$ cat src/rtl/button_counter.sv
// Two-button up/down counter: each active-low button is synchronized, debounced and
// auto-repeated while held; the 6-bit count wraps modulo 64 and drives active-low LEDs.
module button_counter #(
   parameter int DEBOUNCE_CYCLES = 270000,
   parameter int REPEAT_DELAY    = 13500000,
   parameter int REPEAT_PERIOD   = 2700000
) (
   input  logic       clk,
   input  logic       rst_n,
   input  logic       btn_up_n,
   input  logic       btn_dn_n,
   output logic [5:0] count,
   output logic [5:0] led,
   output logic       up_evt,
   output logic       dn_evt
);

   localparam int MAX_AB = (DEBOUNCE_CYCLES > REPEAT_DELAY) ? DEBOUNCE_CYCLES : REPEAT_DELAY;
   localparam int MAX_CYC = (MAX_AB > REPEAT_PERIOD) ? MAX_AB : REPEAT_PERIOD;
   localparam int TW = $clog2(MAX_CYC + 1);

   // Timers are compared one short of the target so the transition and pulse land on the target cycle.
   localparam logic [TW-1:0] DEB_LAST = TW'(DEBOUNCE_CYCLES - 1);
   localparam logic [TW-1:0] DLY_LAST = TW'(REPEAT_DELAY - 1);
   localparam logic [TW-1:0] PER_LAST = TW'(REPEAT_PERIOD - 1);
   localparam logic [TW-1:0] ONE      = TW'(1);

   typedef enum logic [1:0] {
      IDLE,
      PRESS_WAIT,
      HELD,
      RELEASE_WAIT
   } state_t;

   // Index 0 is the up button, index 1 the down button.
   logic [1:0]    r_syncMeta;
   logic [1:0]    r_syncOut;
   state_t        r_state [2];
   state_t        w_stateNext [2];
   logic [TW-1:0] r_timer [2];
   logic [TW-1:0] w_timerNext [2];
   logic [1:0]    r_repeating;
   logic [1:0]    w_repeatingNext;
   logic [1:0]    w_evt;
   logic [5:0]    r_count;

   always_ff @(posedge clk or negedge rst_n) begin
      if (!rst_n) begin
         r_syncMeta <= 2'b11;
         r_syncOut  <= 2'b11;
      end else begin
         r_syncMeta <= {btn_dn_n, btn_up_n};
         r_syncOut  <= r_syncMeta;
      end
   end

   always_ff @(posedge clk or negedge rst_n) begin
      if (!rst_n) begin
         for (int i = 0; i < 2; i++) begin
            r_state[i] <= IDLE;
            r_timer[i] <= '0;
         end
         r_repeating <= '0;
      end else begin
         for (int i = 0; i < 2; i++) begin
            r_state[i] <= w_stateNext[i];
            r_timer[i] <= w_timerNext[i];
         end
         r_repeating <= w_repeatingNext;
      end
   end

   // r_repeating selects the first-repeat delay versus the steady repeat period while HELD.
   always_comb begin
      w_stateNext     = r_state;
      w_timerNext     = r_timer;
      w_repeatingNext = r_repeating;
      w_evt           = '0;
      for (int i = 0; i < 2; i++) begin
         case (r_state[i])
            IDLE: begin
               if (!r_syncOut[i]) begin
                  w_stateNext[i] = PRESS_WAIT;
                  w_timerNext[i] = ONE;
               end
            end
            PRESS_WAIT: begin
               if (r_syncOut[i]) begin
                  w_stateNext[i] = IDLE;
                  w_timerNext[i] = '0;
               end else if (r_timer[i] == DEB_LAST) begin
                  w_stateNext[i]     = HELD;
                  w_timerNext[i]     = '0;
                  w_repeatingNext[i] = 1'b0;
                  w_evt[i]           = 1'b1;
               end else begin
                  w_timerNext[i] = r_timer[i] + ONE;
               end
            end
            HELD: begin
               if (r_syncOut[i]) begin
                  w_stateNext[i] = RELEASE_WAIT;
                  w_timerNext[i] = ONE;
               end else if ((!r_repeating[i] && r_timer[i] == DLY_LAST) ||
                            (r_repeating[i] && r_timer[i] == PER_LAST)) begin
                  w_timerNext[i]     = '0;
                  w_repeatingNext[i] = 1'b1;
                  w_evt[i]           = 1'b1;
               end else begin
                  w_timerNext[i] = r_timer[i] + ONE;
               end
            end
            RELEASE_WAIT: begin
               if (!r_syncOut[i]) begin
                  w_stateNext[i]     = HELD;
                  w_timerNext[i]     = '0;
                  w_repeatingNext[i] = 1'b0;
               end else if (r_timer[i] == DEB_LAST) begin
                  w_stateNext[i] = IDLE;
                  w_timerNext[i] = '0;
               end else begin
                  w_timerNext[i] = r_timer[i] + ONE;
               end
            end
            default: begin
               w_stateNext[i] = IDLE;
               w_timerNext[i] = '0;
            end
         endcase
      end
   end

   always_ff @(posedge clk or negedge rst_n) begin
      if (!rst_n) begin
         r_count <= '0;
      end else if (w_evt[0] && !w_evt[1]) begin
         r_count <= r_count + 6'd1;
      end else if (w_evt[1] && !w_evt[0]) begin
         r_count <= r_count - 6'd1;
      end
   end

   assign count  = r_count;
   assign led    = ~r_count;
   assign up_evt = w_evt[0];
   assign dn_evt = w_evt[1];

endmodule

$ cat config.mk
export PLATFORM = sky130hd
export DESIGN_NAME = button_counter
export DESIGN_NICKNAME = d
export VERILOG_FILES = /design/src/rtl/button_counter.sv
export SDC_FILE = /design/constraint.sdc
export NUM_CORES = 1
export LEC_CHECK = 0
export BUFFER_PORTS_ARGS = -buffer_cell sky130_fd_sc_hd__clkbuf_2
export CAP_MARGIN = 20
export CELL_PAD_IN_SITES_DETAIL_PLACEMENT = 1
export CELL_PAD_IN_SITES_GLOBAL_PLACEMENT = 1
export CORE_MARGIN = 10
export CORE_UTILIZATION = 35
export DETAILED_ROUTE_END_ITERATION = 16
export HOLD_SLACK_MARGIN = 0.1
export PLACE_DENSITY = 0.68
export SLEW_MARGIN = 20
export SYNTH_ARGS = -nofsm -noshare
export SYNTH_HDL_FRONTEND = slang
export SYNTH_SLANG_ARGS = --single-unit
$ cat constraint.sdc
create_clock -name clk -period 8.5 [get_ports clk]
set_input_delay 1.275 -clock clk [delete_from_list [all_inputs] [get_ports clk]]
set_output_delay 1.275 -clock clk [all_outputs]
set_load 0.05 [all_outputs]
Word-level counts from Yosys, hierarchy flattened
Index checks and enable logic that the tools add are counted.

Input port bits: 4. Word-level logic and storage cells: 117. Flip-flop bits (word level): 64.

Eq/ne operators: 30. Reductions and logical operators: 21. Add/subtract/negate cells: 4. Multiplexer cells: 52. Bitwise operators: 1.

Operators by type and width (number): $mux 24 (12); $pmux 24 s4 (2); $add 24x1->24 const B (2); $eq 24x19->1 const B (2); $eq 24x22->1 const B (2); $eq 24x24->1 const B (2); $ne 2x2->1 const B (14); $mux 2 (12); $mux 1 (18); $pmux 2 s4 (2); $mux 6 (2); $ne 3x3->1 const B (4); $reduce_and 6->1 (2); $eq 2x2->1 const B (4); $reduce_and 4->1 (2); $add 6x1->6 const B (1); $logic_and 1x1->1 (6); $not 6->6 (1); $pmux 1 s3 (2); $reduce_bool 3->1 (2); $sub 6x1->6 const B (1); $eq 2x1->1 const B (2); $logic_not 1->1 (4); $logic_not 2->1 (2); other kinds (3) (5).

Depth between registers and ports, before layout
Gate-level depths: netlist (run 1).

Depth after elaboration: 10. Gate-level depth with buffers: 15. Gate-level depth less buffers: 15.

Worst setup path before layout (run 1)
Ideal clock, no wire load.

Path type: reg2reg. Start point: register r_timer[37] in the netlist's numbering. End point: register r_count[5] (netlist: count[5]). Slack: 3.827 ns. Buffers on the path: 1. Arrival time: 4.534 ns. Library setup time: 0.139 ns. Cell stages (with the launch flop): 15. Data required time: 8.361 ns. Cell sequence: dfrtp_1 -> clkbuf_1 -> or4b_1 -> or4_4 -> nor2_1 -> a32oi_1 -> nor3b_1 -> ha_1 -> inv_1 -> ha_1 -> nor4_1 -> a31o_2 -> a41oi_1 -> o211ai_1 -> xnor2_1.

Cells in the longest elaborated chain, start to end: 9. Elaborated cells between the ends (all ways): 16.

RTL lines: start, declared (RTL line 40) `logic [TW-1:0] r_timer [2];`; start signal, assigned by index (RTL line 67) `r_timer[i] <= w_timerNext[i];`; $eq 24x24->1 / $eq 24x22->1 (equally long branches) (RTL line 104, 105); $logic_and 1x1->1, on equally long branches (RTL line 104, 105); $logic_or 1x1->1 (RTL line 104) `end else if ((!r_repeating[i] && r_timer[i] == DLY_LAST) ||`; $mux 1 (RTL line 104); $mux 1 (RTL line 101) `if (r_syncOut[i]) begin`; $pmux 1 s2 * (RTL line 80) `case (r_state[i])`; net up_evt (RTL line 14) `output logic up_evt,`; $logic_not 1->1 (RTL line 138) `end else if (w_evt[1] && !w_evt[0]) begin`; $logic_and 1x1->1 (RTL line 138); $reduce_bool 2->1 (no source line); end signal, assigned (RTL line 137) `r_count <= r_count + 6'd1;`; end signal, assigned (RTL line 139) `r_count <= r_count - 6'd1;`; end, declared (RTL line 45) `logic [5:0] r_count;`.

Mark *: on every way through the listed nets, which the timed path passes. The rest lies on a longest branch. A chain may end at the register's enable or synchronous reset.

Worst setup path in the final report (run 1)
Start point: register r_timer[21] in the netlist's numbering. End point: output port dn_evt.

Cells in the longest elaborated chain, start to end: 6. Elaborated cells between the ends (all ways): 11.

RTL lines: $eq 24x24->1 / $eq 24x22->1 (equally long branches) (RTL line 104, 105); $logic_and 1x1->1, on equally long branches (RTL line 104, 105); $logic_or 1x1->1 (RTL line 104); $mux 1 (RTL line 104); $mux 1 (RTL line 101); $pmux 1 s2 * (RTL line 80); end, declared (RTL line 15) `output logic dn_evt`.

Mark *: on every way between the ends. The rest lies on a longest branch, timed or not.

==> out/results.ini, run 1 <==
[outcome]
status=finished clean

[synthesis]
synthAdderAreaFrac_pct=5.34
yosys.area_share.simple_pct=25.3
synth_compound_area_share_pct=19.9
synth.net_count=490
synth_edf_count=0
synth_xor_area_share_pct=5.09
synth_ff_type=dfrtp_1
synth-seq-cells=64
ys_types=68
synthArstFlopShare_pct=100
syn_area_sq_um=4130
synth_top_family_by_area=simple AND/OR/NAND/NOR gates
yosysWarnings=0
syn_area_per_cell_sq_um=8.80
synthMuxAreaShare_pct=0.758
syn_inst=469
synth_seq_area_share_pct=38.9

[worst_setup_path]
start_kind=flip-flop
worstPathRequired_ns=7.22
path_cells=nand4b_1 > or4_4 > a2111oi_4 > a22oi_1 > or3b_1 > inv_2 > clkbuf_2
reg2reg_depth=14
arrival_ns=3.10
cp_slowest_cell=a2111oi_4
crit_fanout=6
slowest_delay_ns=0.56
path_class=flip-flop to output pin
cp.depth=7
cp-end-kind=output pin
critPathTopFamily=simple AND/OR/NAND/NOR gates
cp_num_buf_inv=2

[timing]
max_freq_mhz=229
tightest_slew_ns=0.966
fin_skew_ns=0.00539
period_needed_ns=4.37
maxSlewViolCount=0
worst_hold_slack_ns=0.355
setup_viol=0
fin_crit_sh_pct=51.5
hold_viol=0
fin_setup_tns_ns=0
grt_setup_unrepaired=no
slew-limit-headroom_pct=35.0

[pwr]
ir_drop_v=0.000121
p_seq_share_pct=31.3
clkPwrFrac_pct=38.1
swShare_pct=34.9
combPwrFrac_pct=30.7
switching_power_mw=0.394
power_density_nw_per_um2=243
cellLeakagePower_nw=1.88
intPower_mw=0.735

[cts]
cts_sinks=64
clock_path_buffers=2
clkTransAtPathRegs_ns=0.06
cts_max_level=3
clk_latency_ns=0.34
post_cts_buffers=0
cts-resized-gates=0
clock-root-buffer=clkbuf_16
cts_tree=done
hold_buffers=0
cts_inserted_buffers=9

[flow_run]
cap_viol_max_count=0

[global_routing]
grt_pass1_wl_um=19300
grt_start_max_net_pins=65
grt_pass1_vias=3803
overflow=0
gr-usage-all-layers_pct=14.2
antenna_found_initial=0

[min_path]
hold_path.class=flip-flop to flip-flop
min_path_cells=0

[routing]
drc=0
vias=3628
first_pass_iters=4
wire_per_inst_um=17.8
met1Wirelength_um=5160
dr_wl_met2_um=5490
vias_per_cell=5.80
drtIter0Drc=208
ant_nets=0
wl_um=11100
route.met3.wl_um=254
highest_layer=met4

[layout]
drive_above_1_share_pct=10.6
fin_area_sq_um=4650
fillers=1337
syn2layout_area_growth_pct=12.7
n_antenna_cell=0
final_nets=498

[placement]
placed_area_sq_um=4300
gp_congestion=0.792
hpwlAfterDp_um=7750
io_buffers=17

[floorplanning]
dieHeight_um=129
initial_utilization_pct=36.0
die-area_sq_um=16500
coreArea_sq_um=11500
num_rows=39
die_w_um=129
io_pins=18

==> registers in the layout, summed over array words and instances (netlist names), named ones only <==
signal,cells
r_state,2
r_timer,48
count,6
r_syncMeta,2
r_repeating,2
r_syncOut,2
==> per-layer routing <==
layer | global-route usage (%) | vias up
met5 | 0 | -
li1 | - | 1749
met4 | 6.22 | 0
met1 | 17.2 | 1828
met2 | 23.8 | 35
met3 | 2.92 | 16
==> synthesized netlist by cell type, types with 2 or more instances <==
library cell  instances  share of area, %
a31o_2                2              0.42
a21oi_1              17               2.1
o211ai_1              5              0.91
nor3b_1               5              0.91
or4b_1                2              0.49
nand4b_1              3              0.64
nand4_1              15               2.3
dfrtp_1              60                36
o21a_1                2              0.36
nor3_1                7              0.85
a22o_1                6               1.3
o41ai_1               2              0.42
or4_4                 2              0.55
mux2i_1               2              0.49
dfstp_2               4               2.5
o311ai_0              5               1.1
a32oi_1               2              0.42
o21ai_1               9               1.1
inv_1                25               2.3
xnor2_1              15               3.2
o21ai_0              30               3.6
o31ai_1               8               1.5
and2_1                5              0.76
or3_1                 6              0.91
a22oi_1               4              0.73
a21o_1                8               1.5
or4_1                 3              0.55
nand2b_1              2              0.30
buf_2                 3              0.36
nand3_1              24               2.9
nor4_1               14               2.1
xor2_1                9               1.9
and4_1                4              0.85
and3_1                7               1.1
clkbuf_1             15               1.4
a31oi_1               5              0.76
o22ai_1               2              0.30
nand2_1              45               4.1
ha_1                 16               4.9
nor2_1               41               3.7
==> final cells by class <==
class	instances	area, sq um	area share, %
tap	143	179	3.85
clock inverter	3	90.1	1.94
multi-input combinational	358	2330	50.2
inverter	26	97.6	2.10
clock buffer	13	250	5.38
sequential	64	1610	34.5
timing repair buffer	18	92.6	1.99
==> power groups by stage <==
stage,clock network [mW],logic [mW],registers (mW)
2_1_floorplan,0,0.271,0.349
3_3_place_gp,0,0.335,0.357
3_5_place_dp,0,0.348,0.358
4_1_cts,0.441,0.351,0.353
5_1_grt,0.455,0.395,0.357
6_report,0.430,0.346,0.353
==> path summary, 6_finish.rpt <==
kind | end | start | slack, ns
hold / removal | r_syncOut[1] | r_syncMeta[1] | 0.36
setup / recovery | dn_evt | r_timer[21] | 4.13
setup reg to reg | count[5] | r_timer[21] | 4.40
min in group asynchronous | r_timer[29] | rst_n | 1.13
hold reg to reg | r_syncOut[1] | r_syncMeta[1] | 0.36
max in group asynchronous | r_timer[14] | rst_n | 6.81
==> worst register-to-register path: stages (launching register included) <==
cell and delay [ns]:
dfrtp_1 0.43, nand4b_1 0.30, or4_4 0.55, a2111oi_4 0.56, a22oi_1 0.16, or3b_1 0.43
ha_1 0.27, inv_1 0.20, ha_1 0.27, a21o_1 0.16, a21oi_1 0.21, nor2_1 0.09
nand4_1 0.10, o211ai_1 0.12, xnor2_1 0.14
==> stage by stage <==
stage          worst slack (ns)  utilization, %  std cells  power (mW)
2_1_floorplan              3.83               -        469       0.620
3_3_place_gp               4.54            37.5        609       0.692
6_report                   4.13            40.6        625        1.13
3_5_place_dp               4.42            37.5        609       0.707
5_1_grt                    3.97            40.6        625        1.21
4_1_cts                    4.10            40.5        625        1.14
==> cells in the final DEF, fill, tap and decap left out, types with 9 or more instances in the layout <==
| master | Yosys | routed |
|---|---|---|
| a21oi_1 | 17 | 17 |
| clkbuf_16 | 0 | 9 |
| clkbuf_2 | 0 | 16 |
| dfrtp_1 | 60 | 60 |
| ha_1 | 16 | 16 |
| inv_1 | 25 | 25 |
| nand2_1 | 45 | 45 |
| nand3_1 | 24 | 24 |
| nand4_1 | 15 | 15 |
| nor2_1 | 41 | 41 |
| nor4_1 | 14 | 13 |
| o21ai_0 | 30 | 30 |
| o21ai_1 | 9 | 9 |
| xnor2_1 | 15 | 15 |
| xor2_1 | 9 | 9 |
==> kinds of logic (layout without fill, tap and decap cells) <==
kind of cell,count (synthesis),in the layout
multiplexers,3,3
AND/OR/NAND/NOR,195,195
AO/OA/AOI/OAI,119,119
XOR/XNOR,24,24
buffers and inverters,47,60
adder cells (fa/ha/maj),17,17
flip-flops,64,64
(Power assumes the default switching activity.)
==> run 2: changes to the inputs <==
Settings changed: PLACE_DENSITY 0.68 to 0.7.
Clock period 8.5 ns to 4 ns, I/O delays scaled along.
==> run 2 against run 1 <==
  * First-iteration DRC count decreased by 7.2%
  * Largest power group unchanged
  * Final cell count increased by 1.3%
  * Largest cell class unchanged
  * Power increased by 100%
  * Clock power increased by 90%
  * Critical path depth increased by 6
  * Sequential power increased by 110%
  * Highest routed layer unchanged
  * Worst setup slack got worse by 3.9 ns
  * Routed wire length increased by 2.9%
==> out/results.ini, run 2 (synthesized netlist as in run 1, its figures left out) <==
[outcome]
status=finished clean

[placement]
gp_congestion=0.822  ; +3.8%
io_buffers=17  ; unchanged
hpwlAfterDp_um=8090  ; +4.4%

[routing]
first_pass_iters=4  ; unchanged
wire_per_inst_um=18.0  ; +1.6%
ant_nets=0  ; unchanged
drtIter0Drc=193  ; -7.2%
drc=0  ; unchanged
vias_per_cell=5.79  ; -0.26%
wl_um=11400  ; +2.9%
vias=3665  ; +1.0%

[layout]
syn2layout_area_growth_pct=13.9
multiInputGateArea_sq_um=2360  ; +1.0%
post-route-util_pct=41.0  ; +0.45 points
layout_common_cells=dfrtp_1, nand2_1, nor2_1
top_register=r_timer
layout_commonest_cell=dfrtp_1
drive_above_1_share_pct=13.7  ; +3.1 points
n_antenna_cell=0  ; unchanged
largest_register_ffs=48  ; unchanged
final_nets=506  ; +1.6%
fillers=1347  ; +0.75%
seq_area_sq_um=1610  ; unchanged

[worst_setup_path]
arrival_ns=3.96  ; +0.86 ns
path_class=flip-flop to flip-flop
crit_fanout=8  ; +2
cp-end-kind=flip-flop
worstPathRequired_ns=4.22  ; -3.00 ns
start_kind=flip-flop

[global_routing]
grt_pass1_wl_um=19600  ; +1.6%
overflow=0  ; unchanged
gr-usage-all-layers_pct=14.6  ; +0.41 points
grt_start_max_net_pins=40  ; -38%
grt_pass1_vias=3781  ; -0.58%
antenna_found_initial=0  ; unchanged

[timing]
setup_viol=0  ; unchanged
slew-limit-headroom_pct=27.7  ; -7.4 points
fin_skew_ns=0.00855  ; +0.00316 ns
worst_hold_slack_ns=0.334  ; -0.0216 ns
period_needed_ns=3.73
tightest_slew_ns=1.08  ; +0.109 ns
fin_crit_sh_pct=93.3
max_freq_mhz=268
maxSlewViolCount=0  ; unchanged
hold_viol=0  ; unchanged

[cts]
cts_tree=done
cts_inserted_buffers=9  ; unchanged
clkTransAtPathRegs_ns=0.06  ; about the same
cts_max_level=3  ; unchanged
clock-root-buffer=clkbuf_16
clock_path_buffers=2  ; unchanged
cts_sinks=64  ; unchanged
clk_latency_ns=0.34  ; about the same

[floorplanning]
die-area_sq_um=16500  ; unchanged
io_pins=18  ; unchanged
num_rows=39  ; unchanged
coreArea_sq_um=11500  ; unchanged
initial_utilization_pct=36.0  ; unchanged
die_w_um=129  ; unchanged
dieHeight_um=129  ; unchanged

[pwr]
ir_drop_v=0.000263  ; +120%
cellLeakagePower_nw=1.91  ; +1.7%
power_density_nw_per_um2=492  ; +100%

[flow_run]
cap_viol_max_count=0  ; unchanged

[min_path]
hold_path.class=input port to flip-flop

==> run 2: changes by cell type in the layout (fill, tap and decap cells not counted), moves of 2 or more <==
cell / delta
buf_4: +8
clkbuf_1: -3
bufinv_16: -2
clkinv_2: +2
clkinvlp_4: +2
==> run 2: final cells by class <==
cell class | count | area share (%)
multi-input combinational | 358 | 50.2
clock inverter | 5 | 1.17
sequential | 64 | 34.2
timing repair buffer | 26 | 3.25
inverter | 26 | 2.08
tap | 143 | 3.81
clock buffer | 11 | 5.38
==> run 2: timing repair <==
item / in CTS / in global routing
setup buffers: 0 / 1
resized for setup: 0 / 5
hold endpoints to repair: 0 / 0
hold buffers: 0 / 0
endpoints found under the setup margin: 0 / 2
==> run 2: path summary, 6_finish.rpt <==
path | from | depth (start not counted) | to | slack, ns
max in group asynchronous | rst_n | 2 | r_syncOut[0] | 2.63
hold reg to reg | r_syncMeta[0] | 0 | r_syncOut[0] | 0.36
min in group asynchronous | rst_n | 1 | r_timer[25] | 0.40
setup reg to reg | r_timer[37] | 13 | count[5] | 0.27
hold / removal | btn_dn_n | 1 | r_syncMeta[1] | 0.33
setup / recovery | r_timer[37] | 13 | count[5] | 0.27
==> run 2: power breakdown <==
part / internal [mW] / switching (mW) / total [mW]
clock: 0.514 / 0.303 / 0.817
sequential: 0.695 / 0.0572 / 0.752
combinational: 0.246 / 0.498 / 0.744
==> run 2: routing by layer <==
layer | track usage, % | up-vias | wire length [um]
li1 | - | 1759 | -
met1 | 18.2 | 1860 | 5200
met2 | 24.1 | 35 | 5730
met3 | 3.90 | 11 | 347
met4 | 4.45 | 0 | 135
met5 | 0 | - | 0
==> run 2: critical path: stages, from the launching register on <==
cell      delay, ns
dfrtp_1        0.47
or4b_1         0.56
or4_4          0.56
nor2_1         0.16
a32oi_1        0.11
nor3b_4        0.24
ha_2           0.28
inv_2          0.09
ha_1           0.37
nor4_2         0.07
a31o_2         0.21
a41oi_1        0.19
o211ai_1       0.14
xnor2_1        0.15
==> run 2: through the flow <==
stage                     setup slack [ns]  power (mW)  cell area, sq um  cells  setup TNS (ns)
after global routing              -0.00298        2.48              4700    633        -0.00298
after detailed placement             0.125        1.51              4370    616               0
after global placement               0.256        1.47              4370    616               0
final                                0.268        2.31              4700    633               0
after CTS                           0.0927        2.35              4680    632               0
after floorplan                     0.0858        1.32              4140    469               0
